[src/rtl/hazard_pkg.sv]
// Shared types for the pipeline hazard scoreboard: forward-select encoding,
// the shadow-pipeline stage record and a tag-match helper.
package hazard_pkg;

    localparam int unsigned FORWARD_SEL_WIDTH = 2;
    localparam int unsigned SHADOW_RD_WIDTH   = 5;
    localparam int unsigned SHADOW_DEPTH      = 3;  // EXE, MEM, WB

    localparam int unsigned STG_EXE = 0;
    localparam int unsigned STG_MEM = 1;
    localparam int unsigned STG_WB  = 2;

    typedef enum logic [FORWARD_SEL_WIDTH-1:0] {
        FWD_REG = 2'd0,
        FWD_MEM = 2'd1,
        FWD_WB  = 2'd2
    } fwd_sel_t;

    typedef struct packed {
        logic                       valid;
        logic [SHADOW_RD_WIDTH-1:0] rd;
        logic                       we;
        logic                       is_load;
    } shadow_t;

    // True when a shadow stage will write the given nonzero source register.
    function automatic logic shadow_hit(input shadow_t s, input logic [SHADOW_RD_WIDTH-1:0] src);
        return s.valid && s.we && (s.rd != '0) && (s.rd == src);
    endfunction

endpackage

[src/rtl/hazard_sb_entry.sv]
// One scoreboard entry: a countdown of cycles until a pending load result
// can be consumed. A new set always overrides the decrement.
module hazard_sb_entry #(
    parameter int unsigned CNT_WIDTH = 2,
    parameter int unsigned LOAD_LAT  = 1
) (
    input  logic clk_i,
    input  logic rst_ni,
    input  logic set_i,
    input  logic dec_i,
    output logic busy_o
);

    logic [CNT_WIDTH-1:0] cnt_q, cnt_d;

    // Next count: set to the load latency, else count down toward zero.
    always_comb begin
        cnt_d = cnt_q;
        if (set_i) begin
            cnt_d = CNT_WIDTH'(LOAD_LAT);
        end else if (dec_i && (cnt_q != '0)) begin
            cnt_d = cnt_q - CNT_WIDTH'(1);
        end
    end

    // Counter register.
    always_ff @(posedge clk_i or negedge rst_ni) begin
        if (!rst_ni) begin
            cnt_q <= '0;
        end else begin
            cnt_q <= cnt_d;
        end
    end

    assign busy_o = (cnt_q != '0);

endmodule

[src/rtl/hazard_scoreboard.sv]
// Hazard detection and forwarding controller for the 5-stage integer pipeline.
// Per-register load scoreboard, EXE/MEM/WB shadow tags, registered forward
// selects and stall/flush generation.
// Optional macro HAZARD_PERF_EN adds saturating stall/flush perf counters.
module hazard_scoreboard
    import hazard_pkg::*;
#(
    parameter int unsigned REG_ADDR_WIDTH = 5,
    parameter int unsigned NUM_REGS       = 32,
    parameter int unsigned LOAD_LAT       = 1,
    parameter int unsigned CNT_WIDTH      = 2
) (
    input  logic                         clk,
    input  logic                         rst_n,
    input  logic                         id_valid,
    input  logic [REG_ADDR_WIDTH-1:0]    id_rs1_addr,
    input  logic [REG_ADDR_WIDTH-1:0]    id_rs2_addr,
    input  logic                         id_rs1_used,
    input  logic                         id_rs2_used,
    input  logic [REG_ADDR_WIDTH-1:0]    id_rd_addr,
    input  logic                         id_rd_we,
    input  logic                         id_is_load,
    input  logic                         exe_br_taken,
    input  logic                         ext_stall,
    output logic                         stall_if,
    output logic                         stall_id,
    output logic                         flush_if,
    output logic                         flush_id,
    output logic [FORWARD_SEL_WIDTH-1:0] forward_a_sel,
    output logic [FORWARD_SEL_WIDTH-1:0] forward_b_sel
`ifdef HAZARD_PERF_EN
    ,
    output logic [15:0]                  perf_stall_cnt,
    output logic [15:0]                  perf_flush_cnt
`endif
);

    logic [NUM_REGS-1:0] busy;
    logic                advance;
    logic                rs1_busy, rs2_busy;
    logic                raw_hazard;
    logic                issue;
    logic                set_load;

    shadow_t             pipe_q [SHADOW_DEPTH];
    shadow_t             exe_d;
    fwd_sel_t            fwd_a_q, fwd_a_d;
    fwd_sel_t            fwd_b_q, fwd_b_d;

    assign advance    = !ext_stall;
    assign rs1_busy   = id_rs1_used && (id_rs1_addr != '0) && busy[id_rs1_addr];
    assign rs2_busy   = id_rs2_used && (id_rs2_addr != '0) && busy[id_rs2_addr];
    assign raw_hazard = id_valid && (rs1_busy || rs2_busy);
    assign issue      = id_valid && !ext_stall && !exe_br_taken && !raw_hazard;
    assign set_load   = issue && id_is_load && id_rd_we && (id_rd_addr != '0);

    // x0 is hard-wired and never tracked.
    assign busy[0] = 1'b0;

    for (genvar g = 1; g < NUM_REGS; g++) begin : g_sb
        hazard_sb_entry #(
            .CNT_WIDTH (CNT_WIDTH),
            .LOAD_LAT  (LOAD_LAT)
        ) u_entry (
            .clk_i  (clk),
            .rst_ni (rst_n),
            .set_i  (set_load && (id_rd_addr == REG_ADDR_WIDTH'(g))),
            .dec_i  (advance),
            .busy_o (busy[g])
        );
    end

    // Stall/flush priority: external freeze, then branch redirect, then RAW stall.
    always_comb begin
        stall_if = 1'b0;
        stall_id = 1'b0;
        flush_if = 1'b0;
        flush_id = 1'b0;
        if (ext_stall) begin
            stall_if = 1'b1;
            stall_id = 1'b1;
        end else if (exe_br_taken) begin
            flush_if = 1'b1;
            flush_id = 1'b1;
        end else if (raw_hazard) begin
            stall_if = 1'b1;
            stall_id = 1'b1;
            flush_id = 1'b1;
        end
    end

    // Tag entering EXE: the issuing instruction, or a bubble.
    always_comb begin
        exe_d = '0;
        if (issue) begin
            exe_d.valid   = 1'b1;
            exe_d.rd      = SHADOW_RD_WIDTH'(id_rd_addr);
            exe_d.we      = id_rd_we;
            exe_d.is_load = id_is_load;
        end
    end

    // Forward selects for the issuing instruction; EXE-stage producer has priority.
    always_comb begin
        fwd_a_d = FWD_REG;
        fwd_b_d = FWD_REG;
        if (issue && id_rs1_used) begin
            if (shadow_hit(pipe_q[STG_EXE], SHADOW_RD_WIDTH'(id_rs1_addr)) && !pipe_q[STG_EXE].is_load) begin
                fwd_a_d = FWD_MEM;
            end else if (shadow_hit(pipe_q[STG_MEM], SHADOW_RD_WIDTH'(id_rs1_addr))) begin
                fwd_a_d = FWD_WB;
            end
        end
        if (issue && id_rs2_used) begin
            if (shadow_hit(pipe_q[STG_EXE], SHADOW_RD_WIDTH'(id_rs2_addr)) && !pipe_q[STG_EXE].is_load) begin
                fwd_b_d = FWD_MEM;
            end else if (shadow_hit(pipe_q[STG_MEM], SHADOW_RD_WIDTH'(id_rs2_addr))) begin
                fwd_b_d = FWD_WB;
            end
        end
    end

    // Shadow pipeline and forward-select registers; both freeze under ext_stall.
    always_ff @(posedge clk or negedge rst_n) begin
        if (!rst_n) begin
            for (int unsigned i = 0; i < SHADOW_DEPTH; i++) begin
                pipe_q[i] <= '0;
            end
            fwd_a_q <= FWD_REG;
            fwd_b_q <= FWD_REG;
        end else if (advance) begin
            pipe_q[STG_EXE] <= exe_d;
            pipe_q[STG_MEM] <= pipe_q[STG_EXE];
            pipe_q[STG_WB]  <= pipe_q[STG_MEM];
            fwd_a_q         <= fwd_a_d;
            fwd_b_q         <= fwd_b_d;
        end
    end

    assign forward_a_sel = fwd_a_q;
    assign forward_b_sel = fwd_b_q;

`ifdef HAZARD_PERF_EN
    logic [15:0] perf_stall_q, perf_flush_q;
    logic        raw_stall_cyc, br_flush_cyc;

    assign raw_stall_cyc = !ext_stall && !exe_br_taken && raw_hazard;
    assign br_flush_cyc  = !ext_stall && exe_br_taken;

    // Saturating event counters.
    always_ff @(posedge clk or negedge rst_n) begin
        if (!rst_n) begin
            perf_stall_q <= '0;
            perf_flush_q <= '0;
        end else begin
            if (raw_stall_cyc && (perf_stall_q != '1)) begin
                perf_stall_q <= perf_stall_q + 16'd1;
            end
            if (br_flush_cyc && (perf_flush_q != '1)) begin
                perf_flush_q <= perf_flush_q + 16'd1;
            end
        end
    end

    assign perf_stall_cnt = perf_stall_q;
    assign perf_flush_cnt = perf_flush_q;
`endif

endmodule

[config.mk]
export PLATFORM = sky130hd
export DESIGN_NAME = hazard_scoreboard
export DESIGN_NICKNAME = d
export VERILOG_FILES = /design/src/rtl/hazard_pkg.sv /design/src/rtl/hazard_sb_entry.sv /design/src/rtl/hazard_scoreboard.sv
export SDC_FILE = /design/constraint.sdc
export NUM_CORES = 1
export LEC_CHECK = 0
export CORE_MARGIN = 2
export CORE_UTILIZATION = 35
export DETAILED_ROUTE_END_ITERATION = 8
export GPL_ROUTABILITY_DRIVEN = 0
export MAX_ROUTING_LAYER = met4
export SLEW_MARGIN = 5
export SYNTH_ARGS = -nofsm -noshare
export SYNTH_HDL_FRONTEND = slang
export SYNTH_SLANG_ARGS = --single-unit
[constraint.sdc]
create_clock -name clk -period 5.9 [get_ports clk]
set_clock_uncertainty 0.1 [all_clocks]
set_input_delay 0.59 -clock clk [delete_from_list [all_inputs] [get_ports clk]]
set_output_delay 0.59 -clock clk [all_outputs]
set_load 0.1 [all_outputs]
# ---- Word-level counts from Yosys, hierarchy flattened
# Cells that the tools add are included.
dict set report classes {
  add_sub_neg 31
  order_cmp 2
  eq_ne 35
  muxes 80
  reduce_logical 157
}
# op count
set ops {}
lappend ops {{2-to-1 mux 2 bit} 68}
lappend ops {{nonzero test 2 bit} 62}
lappend ops {{logical AND 1 bit} 85}
lappend ops {{== test 5 bit, second input constant} 16}
lappend ops {{subtractor 2 x 1 -> 2 bit, second input constant} 31}
lappend ops {{== test 5 x 4 -> 1 bit, second input constant} 8}
lappend ops {{nonzero test 5 bit} 5}
lappend ops {{== test 5 x 3 -> 1 bit, second input constant} 4}
lappend ops {{== test 5 bit} 4}
lappend ops {{less-than comparator 5 x 6 -> 1 bit, second input constant} 2}
lappend ops {{binary-select mux 1 bit (select 5 bit)} 2}
lappend ops {{== test 5 x 2 -> 1 bit, second input constant} 2}
lappend ops {{2-to-1 mux 1 bit} 9}
lappend ops {{2-to-1 mux 8 bit} 1}
lappend ops {{== test 5 x 1 -> 1 bit, second input constant} 1}
lappend ops {{zero test 1 bit} 4}
lappend ops {{logical OR 1 bit} 1}
dict set report word_totals {
  regBits 81
  inputBits 24
  output_inout_bits 8
  wordCells 345
}

# ---- Logic depth before layout (Yosys ltp)
dict set report depth {
  ltp_word 13
  depth_mapped 12
  mapped_depth_nobuf 8
}

# ---- By module
# Synthesis repeated with hierarchy kept, for this count alone.
dict set report hier_totals {
  hier_cells 588
  hier_area_um2 5781.8
}
# mod n_inst cells_each area_each_um2 seq_area_each_um2
set modules_own_cells {}
lappend modules_own_cells {hazard_sb_entry 31 12 120.1 50.0}
lappend modules_own_cells {hazard_scoreboard 1 216 2058.2 475.5}

# ---- Least setup slack after synthesis
# No wires, ideal clock.
dict set report synth_timing {
  path_type {input port to output port}
  startpoint {input port id_rs2_addr[1]}
  endpoint {output port flush_id}
  arrival_ns 4.610
  required_time_ns 5.210
  setup_slack_ns 0.600
  cell_stages 7
  path_buffers 2
  cell_sequence {clkbuf_1 mux4_2 mux2i_1 o32ai_1 or4b_1 buf_2 a311oi_1}
}
dict set report synth_between {
  elab_chain_len 8
  word_cells_on_any_way 10
  classes_between {mux: 5; reduce/logical: 5}
}
# item line_no
set synth_lines {}
lappend synth_lines {{from (decl)} hazard_scoreboard.sv:17} ;# input logic [REG_ADDR_WIDTH-1:0] id_rs2_addr,
lappend synth_lines {{binary-select mux 1 bit (select 5 bit) / nonzero test 5 bit (equally long branches)} hazard_scoreboard.sv:52} ;# assign rs2_busy = id_rs2_used && (id_rs2_addr != '0) && busy[id_rs2_addr];
lappend synth_lines {{2-to-1 mux 1 bit (not written as such) / logical AND 1 bit (equally long branches)} hazard_scoreboard.sv:52}
lappend synth_lines {{logical AND 1 bit *} hazard_scoreboard.sv:52}
lappend synth_lines {{logical OR 1 bit *} hazard_scoreboard.sv:53} ;# assign raw_hazard = id_valid && (rs1_busy || rs2_busy);
lappend synth_lines {{logical AND 1 bit *} hazard_scoreboard.sv:53}
lappend synth_lines {{2-to-1 mux 1 bit *} hazard_scoreboard.sv:85} ;# end else if (raw_hazard) begin
lappend synth_lines {{2-to-1 mux 1 bit *} hazard_scoreboard.sv:82} ;# end else if (exe_br_taken) begin
lappend synth_lines {{2-to-1 mux 1 bit *} hazard_scoreboard.sv:79} ;# if (ext_stall) begin
lappend synth_lines {{to (decl)} hazard_scoreboard.sv:28} ;# output logic flush_id,
# Every way passes the cells marked *; elsewhere a longest branch is shown, timed or not. The select of a mux whose other input is x is not followed.

# ---- Final worst setup path
dict set report layout_timing {
  startpoint {input port id_rs2_addr[0]}
  endpoint {output port stall_if}
}
dict set report layout_between {
  elab_chain_len 8
  word_cells_on_any_way 10
  classes_between {mux: 5; reduce/logical: 5}
}
# item line_no
set layout_lines {}
lappend layout_lines {{binary-select mux 1 bit (select 5 bit) / nonzero test 5 bit (equally long branches)} hazard_scoreboard.sv:52}
lappend layout_lines {{2-to-1 mux 1 bit (not written as such) / logical AND 1 bit (equally long branches)} hazard_scoreboard.sv:52}
lappend layout_lines {{logical AND 1 bit *} hazard_scoreboard.sv:52}
lappend layout_lines {{logical OR 1 bit *} hazard_scoreboard.sv:53}
lappend layout_lines {{logical AND 1 bit *} hazard_scoreboard.sv:53}
lappend layout_lines {{2-to-1 mux 1 bit *} hazard_scoreboard.sv:85}
lappend layout_lines {{2-to-1 mux 1 bit *} hazard_scoreboard.sv:82}
lappend layout_lines {{2-to-1 mux 1 bit *} hazard_scoreboard.sv:79}
lappend layout_lines {{to (decl)} hazard_scoreboard.sv:25} ;# output logic stall_if,
# Marks and branches as above.

==> results.py <==
metrics = {
    "setup_path": {
        "rr_startpoint": "g_sb[7].u_entry.cnt_q[0]",
        "critPathKind": "in2out",
        "crit_path_start_kind": "input pin",
        "crit_required_ns": 5.21,
        "cp-end-kind": "output port",
        "reg2reg_depth": 8,
        "startpoint": "id_rs2_addr[0]",
        "cp_max_fo": 53,
        "crit_path_end": "stall_if",
        "r2r-end": "pipe_q[23]",
        "r2r_slack_ns": 2.74,
        "cp_data_arrival_time_ns": 3.93,
    },
    "route": {
        "drtIter0Drc": 337,
        "ant_nets": 0,
        "via_per_inst": 5.55,
        "routedWlPerCell_um": 18.3,
        "via_count": 4205,
        "firstDrtPassIters": 8,
        "drcViolationCount": 0,
        "wl_um": 13800,
    },
    "clocking": {
        "path_clk_slew_ns": 0.06,
        "cts_tree": "yes",
        "clk_latency_ns": 0.36,
        "cts-root-buf": "clkbuf_16",
        "holdBufCountCts": 0,
        "clkSinkCount": 81,
        "cts_htree_levels": 3,
        "clockBufferDepth": 2,
        "postCtsResizedCells": 0,
        "cts_buffers": 9,
        "post-cts-setup-buffers": 0,
    },
    "die": {
        "core_area_um2": 14600,
        "io_pins": 32,
        "die_h_um": 127,
        "rows": 44,
        "die_w_um": 127,
        "die-area_um2": 16000,
        "initial_core_util_pct": 36.0,
    },
    "synthesis": {
        "synth_edf_count": 0,
        "synth_area_um2": 5260,
        "yosysWarnings": 0,
        "synth_fp_nets": 610,
        "async_flop_share_pct": 100,
        "synth_top_area_share_pct": 38.6,
        "synth_seq_cells": 81,
        "netlist_instances": 555,
        "synth_ff_type": "dfrtp_1",
        "synth_cell_types": 49,
        "postSynthAreaPerCell_um2": 9.47,
        "seq_area_frac_synth_pct": 38.6,
        "synth_area_leaders": "dfrtp_1 (39%), ha_1 (7.4%), xnor2_1 (6.8%)",
        "synthMostInstantiatedCell": "dfrtp_1",
        "synth_top_area_cell": "dfrtp_1",
        "synthTopCellsByCount": "dfrtp_1 (81), inv_1 (68), nor2_1 (48)",
    },
    "final_layout": {
        "fill_cells": 1416,
        "finalInstanceArea_um2": 5930,
        "drive_above_1_share_pct": 11.7,
        "syn_to_final_growth_pct": 12.9,
        "finalNetCount": 621,
    },
    "timing": {
        "slew_headroom_pct": 28.9,
        "rsz0062_at_grt": "false",
        "fin_tns_setup_ns": 0,
        "period_needed_ns": 4.62,
        "finalMaxSlewViolations": 0,
        "tightest_slew_ns": 1.07,
        "min_period_over_period_pct": 78.3,
        "max_freq_mhz": 216,
        "hold_viol_final": 0,
        "finalSetupViolCount": 0,
    },
    "job": {
        "maxCapViolCount": 0,
    },
    "placement": {
        "dp_hpwl_um": 9670,
        "placed_area_um2": 5630,
        "io_buffers": 31,
    },
    "worst_hold_path": {
        "hp-class": "in2async",
    },
    "global_routing": {
        "grt_max_degree": 82,
        "grt_pass1_vias": 4301,
        "grt_util_all_layers_pct": 18.6,
        "gr-total-overflow": 0,
        "grt_pass1_wl_um": 22600,
        "antenna_found_initial": 1,
    },
    "power_and_ir_drop": {
        "ir_drop_mv": 0.174,
        "leakagePower_nw": 2.69,
        "cellPowerDensity_nw_per_um2": 460,
    },
    "outcome": {
        "outcome": "completed",
    },
}
[worst min path at each step]
stage,startpoint,end,slack [ns],depth (start not counted)
after global routing,forward_a_sel[1],forward_a_sel[1],0.41,2
after floorplan,rst_n,forward_a_sel[0],0.19,0
after global placement,forward_b_sel[1],forward_b_sel[1],0.36,2
after detailed placement,forward_b_sel[0],forward_b_sel[0],0.36,2
final,rst_n,g_sb[5].u_entry.cnt_q[0],0.32,1
after CTS,forward_b_sel[0],forward_b_sel[0],0.37,2
[placed cells by master, fill, tap and decap left out, types with 2 or more instances in the layout]
cell             Yosys  final
and2_1               7      7
buf_4                2      6
or3_1                3      3
clkinv_2             0      4
mux4_2              12     12
a211o_1              2      2
nor3b_1              2      2
a32o_1               7      7
dfrtp_1             81     81
nor2b_1              5      5
nand2_1             45     45
a31oi_1             29     29
and3b_1              2      2
ha_1                31     31
a31o_2              14     14
o21ai_0             25     25
mux2_2              16     16
a211oi_1             3      3
clkbuf_16            0      9
o31ai_1             17     17
nor4_1               3      3
o211ai_1             2      2
inv_1               68     68
or4_1                2      2
nor2_1              48     48
nor3_1               3      3
clkdlybuf4s50_1      0     26
nand4_1              4      4
mux2i_1              6      6
a311oi_1             2      2
diode_2              0      2
a21oi_1              3      3
xnor2_1             41     41
nand3b_1             2      2
nand3_1             10     10
and3_1               5      5
xor2_1              10     10
[power by group]
group	total, mW	internal, mW	switching [mW]
clock	0.574	0.336	0.238
sequential	0.896	0.789	0.108
combinational	1.26	0.604	0.656
total	2.73	1.73	1.00
[sequential cells by signal, indices dropped and copies added (netlist names)]
name / count
forward_b_sel: 2
forward_a_sel: 2
g_sb.u_entry.cnt_q: 62
pipe_q: 15
[through the flow]
stage / utilization, % / setup slack (ns) / total power [mW] / std cells / hold slack (ns)
final: 40.7 / 1.28 / 2.73 / 757 / 0.324
after global routing: 40.7 / 1.07 / 2.96 / 757 / 0.411
after CTS: 40.6 / 1.25 / 2.75 / 755 / 0.373
after detailed placement: 38.6 / 1.25 / 2.16 / 739 / 0.359
after global placement: 38.6 / 1.33 / 2.07 / 739 / 0.362
after floorplan: - / 0.600 / 1.87 / 555 / 0.194
[logic make-up after synthesis]
group	synth area share [%]
buffers and inverters	7.95
XOR/XNOR	8.50
adder cells (fa/ha/maj)	7.38
AO/OA/AOI/OAI	15.0
flip-flops	38.6
multiplexers	9.71
AND/OR/NAND/NOR	12.9
[cell type report]
| type | count | area (µm²) | area share, % |
|---|---|---|---|
| multi-input combinational | 373 | 2810 | 47.4 |
| clock inverter | 6 | 57.6 | 0.970 |
| inverter | 68 | 255 | 4.30 |
| antenna | 2 | 5.00 | 0.0843 |
| timing repair buffer | 33 | 310 | 5.23 |
| clock buffer | 10 | 239 | 4.03 |
| tap | 184 | 230 | 3.88 |
| sequential | 81 | 2030 | 34.2 |
[per-layer routing]
layer / track usage [%] / share of wire, % / vias to the layer above / wire (µm)
li1: - / - / 1960 / -
met1: 23.6 / 45 / 2134 / 6200
met2: 29.8 / 48 / 92 / 6680
met3: 3.37 / 4.8 / 19 / 661
met4: 6.92 / 2.0 / 0 / 281
met5: - / 0 / - / 0
[critical path, stage by stage]
cell and delay, ns:
clkdlybuf4s50_1 0.89, mux4_2 0.59, mux2i_1 0.16, o32ai_1 0.10
or4b_1 0.67, and2_4 0.37, o21bai_1 0.24, buf_4 0.32
No activity file was read; power rests on OpenSTA's default activity.
